--- src/rtl/cpu_mem_arbiter.sv ---
// Two-requester round-robin arbiter in front of a single-port memory with a fixed
// number of wait states. Each access runs IDLE -> ACCESS -> DONE -> IDLE.
module cpu_mem_arbiter #(
    parameter int ADDR_WIDTH  = 16,
    parameter int DATA_WIDTH  = 8,
    parameter int WAIT_STATES = 2
) (
    input  logic                  clk,
    input  logic                  rst,
    input  logic                  req0,
    input  logic                  req1,
    input  logic                  we0,
    input  logic                  we1,
    input  logic [ADDR_WIDTH-1:0] addr0,
    input  logic [ADDR_WIDTH-1:0] addr1,
    input  logic [DATA_WIDTH-1:0] wdata0,
    input  logic [DATA_WIDTH-1:0] wdata1,
    output logic                  ack0,
    output logic                  ack1,
    output logic [DATA_WIDTH-1:0] rdata0,
    output logic [DATA_WIDTH-1:0] rdata1,
    output logic                  mem_en,
    output logic                  mem_we,
    output logic [ADDR_WIDTH-1:0] mem_addr,
    output logic [DATA_WIDTH-1:0] mem_wdata,
    input  logic [DATA_WIDTH-1:0] mem_rdata,
    output logic                  busy,
    output logic                  gnt
);

    localparam int CW = 4;

    typedef enum logic [1:0] {
        S_IDLE   = 2'd0,
        S_ACCESS = 2'd1,
        S_DONE   = 2'd2
    } state_t;

    state_t                state_q, state_d;
    logic [CW-1:0]         cnt_q, cnt_d;
    logic                  last_q, last_d;
    logic                  ack0_q, ack0_d;
    logic                  ack1_q, ack1_d;
    logic [DATA_WIDTH-1:0] rdata0_q, rdata0_d;
    logic [DATA_WIDTH-1:0] rdata1_q, rdata1_d;
    logic                  mem_en_q, mem_en_d;
    logic                  mem_we_q, mem_we_d;
    logic [ADDR_WIDTH-1:0] mem_addr_q, mem_addr_d;
    logic [DATA_WIDTH-1:0] mem_wdata_q, mem_wdata_d;
    logic                  busy_q, busy_d;
    logic                  gnt_q, gnt_d;
    logic                  sel;

    always_comb begin
        state_d     = state_q;
        cnt_d       = cnt_q;
        last_d      = last_q;
        ack0_d      = ack0_q;
        ack1_d      = ack1_q;
        rdata0_d    = rdata0_q;
        rdata1_d    = rdata1_q;
        mem_en_d    = mem_en_q;
        mem_we_d    = mem_we_q;
        mem_addr_d  = mem_addr_q;
        mem_wdata_d = mem_wdata_q;
        busy_d      = busy_q;
        gnt_d       = gnt_q;
        // On a tie the requester not served last wins; a lone requester always wins.
        sel         = (req0 && req1) ? ~last_q : req1;

        case (state_q)
            S_IDLE: begin
                ack0_d   = 1'b0;
                ack1_d   = 1'b0;
                mem_en_d = 1'b0;
                busy_d   = 1'b0;
                if (req0 || req1) begin
                    mem_we_d    = sel ? we1    : we0;
                    mem_addr_d  = sel ? addr1  : addr0;
                    mem_wdata_d = sel ? wdata1 : wdata0;
                    mem_en_d    = 1'b1;
                    busy_d      = 1'b1;
                    gnt_d       = sel;
                    last_d      = sel;
                    cnt_d       = CW'(WAIT_STATES);
                    state_d     = S_ACCESS;
                end
            end
            S_ACCESS: begin
                if (cnt_q != '0) begin
                    cnt_d = cnt_q - 1'b1;
                end else begin
                    mem_en_d = 1'b0;
                    mem_we_d = 1'b0;
                    if (gnt_q) begin
                        ack1_d = 1'b1;
                        if (!mem_we_q) rdata1_d = mem_rdata;
                    end else begin
                        ack0_d = 1'b1;
                        if (!mem_we_q) rdata0_d = mem_rdata;
                    end
                    state_d = S_DONE;
                end
            end
            S_DONE: begin
                // Dead cycle so the acked requester can drop req before re-arbitration.
                ack0_d  = 1'b0;
                ack1_d  = 1'b0;
                busy_d  = 1'b0;
                state_d = S_IDLE;
            end
            default: begin
                state_d = S_IDLE;
            end
        endcase
    end

    always_ff @(posedge clk) begin
        if (rst) begin
            state_q     <= S_IDLE;
            cnt_q       <= '0;
            last_q      <= 1'b1;
            ack0_q      <= 1'b0;
            ack1_q      <= 1'b0;
            rdata0_q    <= '0;
            rdata1_q    <= '0;
            mem_en_q    <= 1'b0;
            mem_we_q    <= 1'b0;
            mem_addr_q  <= '0;
            mem_wdata_q <= '0;
            busy_q      <= 1'b0;
            gnt_q       <= 1'b0;
        end else begin
            state_q     <= state_d;
            cnt_q       <= cnt_d;
            last_q      <= last_d;
            ack0_q      <= ack0_d;
            ack1_q      <= ack1_d;
            rdata0_q    <= rdata0_d;
            rdata1_q    <= rdata1_d;
            mem_en_q    <= mem_en_d;
            mem_we_q    <= mem_we_d;
            mem_addr_q  <= mem_addr_d;
            mem_wdata_q <= mem_wdata_d;
            busy_q      <= busy_d;
            gnt_q       <= gnt_d;
        end
    end

    assign ack0      = ack0_q;
    assign ack1      = ack1_q;
    assign rdata0    = rdata0_q;
    assign rdata1    = rdata1_q;
    assign mem_en    = mem_en_q;
    assign mem_we    = mem_we_q;
    assign mem_addr  = mem_addr_q;
    assign mem_wdata = mem_wdata_q;
    assign busy      = busy_q;
    assign gnt       = gnt_q;

endmodule

--- config.mk ---
export PLATFORM = sky130hd
export DESIGN_NAME = cpu_mem_arbiter
export DESIGN_NICKNAME = d
export VERILOG_FILES = /design/src/rtl/cpu_mem_arbiter.sv
export SDC_FILE = /design/constraint.sdc
export NUM_CORES = 1
export LEC_CHECK = 0
export ABC_AREA = 1
export CORE_UTILIZATION = 45
export CTS_BUF_LIST = sky130_fd_sc_hd__clkbuf_8
export DETAILED_ROUTE_END_ITERATION = 8
export DONT_BUFFER_PORTS = 1
export GPL_ROUTABILITY_DRIVEN = 1
export PLACE_DENSITY_LB_ADDON = 0.2
export SLEW_MARGIN = 10
export SYNTH_ARGS = -nofsm -noshare
export SYNTH_HDL_FRONTEND = slang
export SYNTH_SLANG_ARGS = --single-unit
--- constraint.sdc ---
create_clock -name clk -period 3.7 [get_ports clk]
set_clock_uncertainty 0.2 [all_clocks]
set_input_delay 1.11 -clock clk [delete_from_list [all_inputs] [get_ports clk]]
set_output_delay 1.11 -clock clk [all_outputs]
set_load 0.01 [all_outputs]
==> results of run 1 <==
synth_stat cells:
cell type  count  share of area [%]
clkbuf_2       1               0.21
nor2_2         2               0.53
o21ai_2        1               0.37
a21oi_1       32                6.8
nor2_1        66                 11
nand2_1       78                 12
inv_1         19                3.0
dfxtp_1       53                 45
o21ai_0       24                5.1
inv_2          1               0.16
clkinv_1       1               0.16
nand3_1       37                7.9
xor2_1         1               0.37
buf_2          9                1.9
clkbuf_1       7                1.1
ha_1           1               0.53
nand2_2        2               0.53
nor3_1         1               0.21
o21ai_1        1               0.21
buf_6          2               0.96
nor2_4         3                1.4
worst max path at each step:
| stage | start | end | slack (ns) | cells past startpoint |
|---|---|---|---|---|
| 6_report | gnt$_SDFFE_PP0P_ | gnt | 1.61 | 0 |
| 5_1_grt | req0 | mem_we$_SDFFE_PP0P_ | 1.46 | 7 |
| 4_1_cts | req0 | mem_we$_SDFFE_PP0P_ | 1.59 | 7 |
| 3_5_place_dp | req0 | mem_we$_SDFFE_PP0P_ | 1.25 | 7 |
| 3_3_place_gp | req0 | mem_we$_SDFFE_PP0P_ | 1.30 | 7 |
| 2_1_floorplan | req0 | mem_addr[0]$_SDFFE_PP0P_ | 1.59 | 5 |
cell type report:
type / count / area (sq um) / area share, %
Multi-Input combinational cell: 249 / 1105 / 45.26
Timing Repair Buffer: 3 / 22.52 / 0.9226
Sequential cell: 53 / 1061 / 43.47
Clock buffer: 5 / 68.82 / 2.819
Clock inverter: 3 / 21.27 / 0.8713
Inverter: 21 / 78.83 / 3.229
Tap cell: 67 / 83.83 / 3.434
registers in the layout (all words and copies together), names as in the netlist:
signal,cells
mem_wdata,8
ack0,1
cnt_q,4
state_q,2
ack1,1
rdata1,8
mem_addr,16
last_q,1
busy,1
rdata0,8
mem_en,1
gnt,1
mem_we,1
metal layers:
metal  GRT usage (%)  routed length (um)  vias to the layer above
met4           7.051                  66                        0
li1                -                   -                     1072
met5               0                   0                        -
met3           6.911                 497                        6
met2           30.51                2326                       83
met1           24.52                2249                      896
logic make-up after synthesis:
logic type,after synthesis
adder cells (fa/ha/maj),1
AND/OR/NAND/NOR,189
flip-flops,53
AO/OA/AOI/OAI,58
buffers and inverters,40
XOR/XNOR,1
power by group:
group	switching, mW	internal [mW]	total, mW
Combinational	0.192	0.104	0.295
Clock	0.202	0.135	0.337
Sequential	0.0891	0.652	0.741
Total	0.483	0.891	1.37
==> summary.txt, run 1 <==
Largest net degree at the start of global routing - 51
Antenna violations before repair - 0
FILL cells - 522
DR DRC count - 0
Startpoint types - flip-flop
Crit-path max FO - 4
Final-report setup violation count - 0
Critical Path AT - 0.78 ns
Layout cells sized above 1 - 5.988%
Avg Vias per Cell - 5.130
Avg Inst Size Synth - 6.852 sq um
Routed len/inst - 12.82 um
Die Y - 74.17 um
Final wirelength - 5140 um
RSZ-0062 raised after global routing - false
Worst slew margin - 44.29%
Hold_buf cts - 0
CTS tree - done
Mapped Cells - 342
Register bit total from synthesis - 53
Initial DRC count - 76
Peak VDD IR - 0.2456 mV
Startpoint of the worst hold path - last_q$_SDFFE_PP1P_
Worst Reg-to-Reg Cells - 7
Finished Core Util - 50.03%
Detail Route Antenna Nets - 0
Yosys Warn Count - 0
Period utilization - 56.60%
CTS Root Cell - clkbuf_8
H-tree Lvls - 2
Cts bufs inserted - 5
Clk_lat worst skew - 0.31 ns
Adder-cell share of the synthesized area - 0.5339%
Largest family of logic cells by synthesized area - simple AND/OR/NAND/NOR gates
Min cycle time layout - 2.094 ns
Commonest non-fill, non-tap cell in the layout - nand2_1
XOR/XNOR Fraction of Synth Area - 0.3737%
Critical R2R Launch - cnt_q[0]$_SDFFE_PP0P_
Synth Cell Area - 0.002343 sq mm
DIE AREA - 0.005500 sq mm
Width of the chip - 74.17 um
Final hold violations - 0
Vias - 2,057
Post-detail-place hpwl - 3500 um
Starting Density - 48.03%
Synth unique cells - 21
Placeable Area - 0.004880 sq mm
First-pass GRT wire length - 8073 um
Nets - 396
Critical path type - flip-flop to output pin
Clk pin slew, worst setup/hold paths - 0.10 ns
Max Cap Viol - 0
Input/output buffers - 0
Clk buf depth - 2
Worst slew pin tran - 0.8336 ns
DP Worst Slack - 1.249 ns
Final slew viol count - 0
Crit path required time - 2.39 ns
DR pass1 iterations - 4
Max frequency - 0.4775 GHz
GRT overflow - 0
Power Total - 1.373 mW
PD cells - 562.6 mW/mm^2
Number of gates resized after CTS - 0
Static leakage - 1.051 nW
Setup TNS - 0 ns
Setup slack after layout - 1.606 ns
Dpl cells - 393
Finished Cell Area - 0.002441 sq mm
Dpl cell area - 0.002351 sq mm
Reg-to-Reg End - rdata0[6]$_SDFFE_PP0P_
Post-CTS Setup Inserts - 0
Num rows - 25
Total GRT Usage - 19.41%
Area Growth Syn to Fin - 4.164%
Most frequent cells in the layout - nand2_1 (78), nor2_1 (66), dfxtp_1 (53)
Post-Synth Simple-Gate Area - 33.69%
Post-Layout Cell Count - 401
Hold_ws - 0.2892 ns
Top Ports - 108
R2R setup slack - 1.94 ns
Crit. End Element - output pin
Hold Path Class - flip-flop to flip-flop
Sink of the worst hold path - last_q$_SDFFE_PP1P_
Synth Area in Compound Gates - 12.55%
Mux contribution to synthesized area - 0%
CTS Sinks - 53
Diode count - 0
Vias in the first global route - 1,724
Register area share after synthesis - 45.27%
Final Wtd Congestion - 0.7691
Syn_nets - 405
Status - complete, no violations
Worst Hold Depth - 2
(Power assumes the default switching activity.)
==> run 2: changes to the inputs <==
- ABC_AREA: 1 -> 0
- clock period: 3.7 -> 1.9 ns (I/O delays scaled with it)
==> summary.txt, run 2 <==
Peak VDD IR - 0.5727 mV (+130%)
Die Y - 71.80 um (-3.2%)
Largest register FFs - 16 (unchanged)
Crit path required time - 1.90 ns (-0.49 ns)
Crit. End Element - flip-flop
Max frequency - 0.4873 GHz
Largest net degree at the start of global routing - 56 (+9.8%)
Status - complete, but fails checks
Share of the synthesized area in the top cell type - 48.40% (+3.1 points)
Starting Density - 46.72% (-1.3 points)
Main flop type after synthesis - dfxtp_1
Failing checks - negative setup slack
DP Worst Slack - -0.1682 ns (-1.417 ns)
Yosys Warn Count - 0 (unchanged)
H-tree Lvls - 2 (unchanged)
DIE AREA - 0.005155 sq mm (-6.3%)
Clk buf depth - 2 (unchanged)
Worst Reg-to-Reg Cells - 6 (-1)
RSZ-0062 raised after global routing - true
Input/output buffers - 0 (unchanged)
Mapped Cells - 226 (-34%)
Setup slack after layout - -0.1522 ns (-1.758 ns)
Worst Hold Depth - 1 (-1)
R2R setup slack - -0.15 ns (-2.09 ns)
Crit-path max FO - 8 (+4)
Hold_buf cts - 0 (unchanged)
Critical path type - flip-flop to flip-flop
CTS tree - done
Finished Core Util - 52.37% (+2.3 points)
Final Wtd Congestion - 0.7598 (-1.2%)
Startpoint of the worst hold path - rst
Startpoint types - flip-flop
Area leader, netlist - dfxtp_1
Power Total - 2.621 mW (+91%)
Initial DRC count - 55 (-28%)
Top Ports - 108 (unchanged)
Nets - 293 (-26%)
Most frequent cells in the layout - dfxtp_1 (51), nor2_1 (47), mux2i_1 (40)
Vias in the first global route - 1,480 (-14%)
Min cycle time layout - 2.052 ns
DR pass1 iterations - 4 (unchanged)
Register bit total from synthesis - 53 (unchanged)
Diode count - 0 (unchanged)
Clk_lat worst skew - 0.30 ns (about the same)
Top cells by area, synth - dfxtp_1 (48%), mux2i_1 (18%), a211oi_1 (8.2%), nor2_1 (8.0%), a21oi_1 (2.1%)
Avg Vias per Cell - 5.586 (+8.9%)
CTS Sinks - 53 (unchanged)
Post-detail-place hpwl - 3016 um (-14%)
Register area share after synthesis - 48.40% (+3.1 points)
Final slew viol count - 0 (unchanged)
Max Cap Viol - 0 (unchanged)
PD cells - 1067 mW/mm^2 (+90%)
Final hold violations - 0 (unchanged)
Reg-to-Reg End - rdata1[7]$_SDFFE_PP0P_
Cts bufs inserted - 5 (unchanged)
Clk pin slew, worst setup/hold paths - 0.10 ns (about the same)
Critical Path AT - 2.06 ns (+1.28 ns)
Vias - 1,592 (-23%)
Synth unique cells - 34 (+62%)
Synth Cell Area - 0.002192 sq mm (-6.5%)
Syn_nets - 289 (-29%)
Worst slew pin tran - 0.3276 ns (-0.5059 ns)
Hold Path Class - input port to flip-flop
DR DRC count - 0 (unchanged)
Area Growth Syn to Fin - 12.10%
Total GRT Usage - 16.76% (-2.7 points)
Avg Inst Size Synth - 9.700 sq um (+42%)
GRT overflow - 0 (unchanged)
Routed len/inst - 14.66 um (+14%)
Commonest non-fill, non-tap cell in the layout - dfxtp_1
Final-report setup violation count - 16 (+16)
Worst slew margin - 78.08% (+34 points)
Period utilization - 108.0%
Critical R2R Launch - cnt_q[1]$_SDFFE_PP0P_
Num rows - 25 (unchanged)
First-pass GRT wire length - 6817 um (-16%)
Post-synth ARST share - 0% (unchanged)
Detail Route Antenna Nets - 0 (unchanged)
Placeable Area - 0.004692 sq mm (-3.8%)
Top cells by count, synth - dfxtp_1 (53), nor2_1 (47), mux2i_1 (40)
Width of the chip - 71.80 um (-3.2%)
Layout cells sized above 1 - 15.58% (+9.6 points)
Most frequent cell after synthesis - dfxtp_1
Final wirelength - 4177 um (-19%)
Static leakage - 1.042 nW (-0.84%)
Antenna violations before repair - 0 (unchanged)
CTS Root Cell - clkbuf_8
Sink of the worst hold path - mem_wdata[7]$_SDFFE_PP0P_
EDFF count, synth - 0 (unchanged)
[run 2: where the power goes]
part	internal [mW]	switching (mW)
Combinational	0.251	0.243
Sequential	1.23	0.131
Clock	0.395	0.368
Total	1.88	0.742
[run 2: metal layers]
layer | GRT usage (%) | wire [um] | part of all wire (%)
met2 | 26.94 | 1902 | 46
met5 | 0 | 0 | 0
met3 | 7.314 | 400 | 9.6
met1 | 20.23 | 1837 | 44
met4 | 5.229 | 37 | 0.89
[run 2: cell type report]
type                            count  area (sq um)
Clock buffer                        5         68.82
Clock inverter                      3         43.79
Fill cell                         430          2235
Inverter                            3         11.26
Multi-Input combinational cell    152          1065
Sequential cell                    53          1064
Tap cell                           54         67.56
Timing Repair Buffer               15         137.6
[run 2: worst max-delay path, stage by stage (launching register included)]
cell	delay (ns)
dfxtp_2	0.33
inv_2	0.07
ha_4	0.13
or3b_4	0.38
or4b_4	0.59
mux2i_1	0.19
nor2_1	0.06
[run 2: how the worst max path moves through the flow]
stage | to | start | cells past startpoint
after global placement | rdata1[5]$_SDFFE_PP0P_ | cnt_q[1]$_SDFFE_PP0P_ | 6
after floorplan | rdata1[0]$_SDFFE_PP0P_ | cnt_q[1]$_SDFFE_PP0P_ | 8
after detailed placement | rdata1[7]$_SDFFE_PP0P_ | cnt_q[1]$_SDFFE_PP0P_ | 6
after global routing | rdata1[6]$_SDFFE_PP0P_ | cnt_q[1]$_SDFFE_PP0P_ | 6
after CTS | rdata1[7]$_SDFFE_PP0P_ | cnt_q[1]$_SDFFE_PP0P_ | 6
final | rdata1[7]$_SDFFE_PP0P_ | cnt_q[1]$_SDFFE_PP0P_ | 6
[run 2: timing repair]
action,in CTS,in global routing
setup buffers,2,1
gates resized for setup,1,1
pin swaps,1,4
endpoints found under the setup margin,17,17
[run 2: logic make-up after synthesis]
| kind of cell | share of synthesized area, % |
|---|---|
| AO/OA/AOI/OAI | 13.53 |
| adder cells (fa/ha/maj) | 0.5707 |
| buffers and inverters | 4.623 |
| AND/OR/NAND/NOR | 14.10 |
| flip-flops | 48.40 |
| multiplexers | 18.78 |
[run 2: through the flow]
| stage | hold slack (ns) | std cells | setup TNS [ns] | area [sq um] |
|---|---|---|---|---|
| global route | 0.1078 | 285 | -2.561 | 2457 |
| floorplan | 0.2438 | 226 | -3.260 | 2215 |
| CTS | 0.1153 | 284 | -1.676 | 2446 |
| detailed placement | 0.3031 | 274 | -2.289 | 2316 |
| global placement | 0.2961 | 274 | -1.690 | 2316 |
| finish | 0.1300 | 285 | -1.484 | 2457 |
==> run 3: changes to the inputs <==
- clock period: 1.9 -> 2 ns (I/O delays scaled with it)
==> summary.txt, run 3 (synthesis results as in run 2) <==
Die Y - 71.80 um (unchanged)
Num rows - 25 (unchanged)
Area Growth Syn to Fin - 11.42%
Sink of the worst hold path - mem_wdata[7]$_SDFFE_PP0P_
RSZ-0062 raised after global routing - true
DIE AREA - 0.005155 sq mm (unchanged)
Input/output buffers - 0 (unchanged)
Vias - 1,585 (-0.44%)
Finished Core Util - 52.05% (-0.32 points)
Layout cells sized above 1 - 14.78% (-0.80 points)
Min cycle time layout - 2.044 ns (-0.007772 ns)
Crit-path max FO - 8 (unchanged)
Crit path required time - 1.99 ns (+0.09 ns)
Top cell family by delay on the critical path - simple AND/OR/NAND/NOR gates
Period utilization - 102.2% (-5.8 points)
Post-detail-place hpwl - 2959 um (-1.9%)
Top Ports - 108 (unchanged)
H-tree Lvls - 2 (unchanged)
Buf/Inv on CP - 1 (unchanged)
Avg Vias per Cell - 5.581 (about the same)
Largest register FFs - 16 (unchanged)
Post-Layout Cell Count - 284 (-0.35%)
Worst slew margin - 79.00% (+0.93 points)
Clk pwr share - 25.6% (-3.5 points)
Static leakage - 1.033 nW (-0.85%)
CTS tree - done
Nets - 292 (-0.34%)
Power Total - 2.385 mW (-9.0%)
R2R setup slack - -0.04 ns (+0.11 ns)
Final hold violations - 0 (unchanged)
Switching Fraction - 28.85% (+0.53 points)
Final slew viol count - 0 (unchanged)
Max Cap Viol - 0 (unchanged)
First-pass GRT wire length - 6665 um (-2.2%)
Worst Reg-to-Reg Cells - 6 (unchanged)
P_sw - 0.6880 mW (-7.3%)
Worst slew pin tran - 0.3145 ns (-0.01312 ns)
Clk buf depth - 2 (unchanged)
Antenna violations before repair - 0 (unchanged)
WL met3 - 451 um (+13%)
Dpl cells - 272 (-0.73%)
Hold_ws - 0.1645 ns (+0.03446 ns)
Width of the chip - 71.80 um (unchanged)
CP cell instances - inv_2 > ha_4 > or3b_4 > or4_4 > mux2i_1 > nor2_1
Setup TNS - -0.2747 ns (+1.209 ns)
Routed len/inst - 14.62 um (-0.27%)
Starting Density - 46.72% (unchanged)
Largest net degree at the start of global routing - 56 (unchanged)
Final Wtd Congestion - 0.7764 (+2.2%)
Detail Route Antenna Nets - 0 (unchanged)
CTS Root Cell - clkbuf_8
Initial DRC count - 55 (unchanged)
Crit. End Element - flip-flop
Clk_lat worst skew - 0.30 ns (about the same)
Hold_buf cts - 0 (unchanged)
Commonest non-fill, non-tap cell in the layout - dfxtp_1
Startpoint of the worst hold path - rst
Slowest CP cell - or4_4
DR pass1 iterations - 4 (unchanged)
Diode count - 0 (unchanged)
Setup slack after layout - -0.04440 ns (+0.1078 ns)
Failing checks - negative setup slack
DR DRC count - 0 (unchanged)
Final-report setup violation count - 16 (unchanged)
Max frequency - 0.4891 GHz (+0.38%)
Peak VDD IR - 0.4481 mV (-22%)
Max Used Layer - met4
M1 WL - 1783 um (-2.9%)
Met2 WL - 1876 um (-1.4%)
Critical R2R Launch - cnt_q[1]$_SDFFE_PP0P_
Critical path's largest stage delay - 0.59 ns (about the same)
P_int - 1.697 mW (-9.7%)
Status - complete, but fails checks
Sequential share of power - 54.4% (+2.4 points)
Most frequent cells in the layout - dfxtp_1 (51), nor2_1 (47), mux2i_1 (40)
Critical Path AT - 2.04 ns (-0.02 ns)
Reg-to-Reg End - rdata0[0]$_SDFFE_PP0P_
PD cells - 976.4 mW/mm^2 (-8.5%)
Hold Path Class - input port to flip-flop
Critical path type - flip-flop to flip-flop
Vias in the first global route - 1,435 (-3.0%)
Combinational share of power - 20.0% (+1.2 points)
GRT overflow - 0 (unchanged)
Cts bufs inserted - 5 (unchanged)
CTS Sinks - 53 (unchanged)
Final wirelength - 4151 um (-0.62%)
Placeable Area - 0.004692 sq mm (unchanged)
Clk pin slew, worst setup/hold paths - 0.09 ns (about the same)
Startpoint types - flip-flop
Total GRT Usage - 16.51% (-0.25 points)
Worst Hold Depth - 1 (unchanged)
[run 3: how the worst max path moves through the flow]
stage,end,from,depth (start not counted),slack (ns)
global placement,rdata1[1]$_SDFFE_PP0P_,cnt_q[1]$_SDFFE_PP0P_,6,-0.02
detailed placement,rdata0[0]$_SDFFE_PP0P_,cnt_q[1]$_SDFFE_PP0P_,6,-0.06
finish,rdata0[0]$_SDFFE_PP0P_,cnt_q[1]$_SDFFE_PP0P_,6,-0.04
global route,rdata1[7]$_SDFFE_PP0P_,cnt_q[1]$_SDFFE_PP0P_,6,-0.12
floorplan,rdata1[0]$_SDFFE_PP0P_,cnt_q[1]$_SDFFE_PP0P_,8,-0.10
CTS,rdata1[4]$_SDFFE_PP0P_,cnt_q[1]$_SDFFE_PP0P_,6,-0.03
[run 3: power by group through the flow]
stage	combinational [mW]	clock [mW]	sequential, mW
finish	0.476	0.612	1.30
global route	0.534	0.704	1.31
CTS	0.470	0.643	1.30
detailed placement	0.454	0	1.32
global placement	0.445	0	1.32
floorplan	0.366	0	1.30
[run 3: per-stage QoR]
step | setup slack, ns | instance area [sq um]
after floorplan | -0.1050 | 2215
after global placement | -0.01805 | 2313
after CTS | -0.03455 | 2427
after global routing | -0.1241 | 2442
final | -0.04440 | 2442
after detailed placement | -0.06487 | 2313
[run 3: cell type report]
type | instances | area (sq um)
flip-flops and latches | 53 | 1064
repair buffers | 14 | 142.6
clock inverters | 2 | 13.76
well taps | 54 | 67.56
clock buffers | 6 | 82.58
inverters | 3 | 11.26
multi-input cells | 152 | 1061
fillers | 448 | 2250
[run 3: metal layers]
metal  track usage (%)  up-vias
met5                 0        -
met4             5.229        0
met3             7.876        5
met2             26.42       82
met1             19.60      690
li1                  -      808
[run 3: timing repair]
| item | CTS | global route |
|---|---|---|
| buffers inserted | 2 | 2 |
| gates resized for setup | 1 | 0 |
| pin swaps | 1 | 3 |
| setup endpoints to repair | 16 | 16 |
| hold endpoints to repair | 0 | 0 |
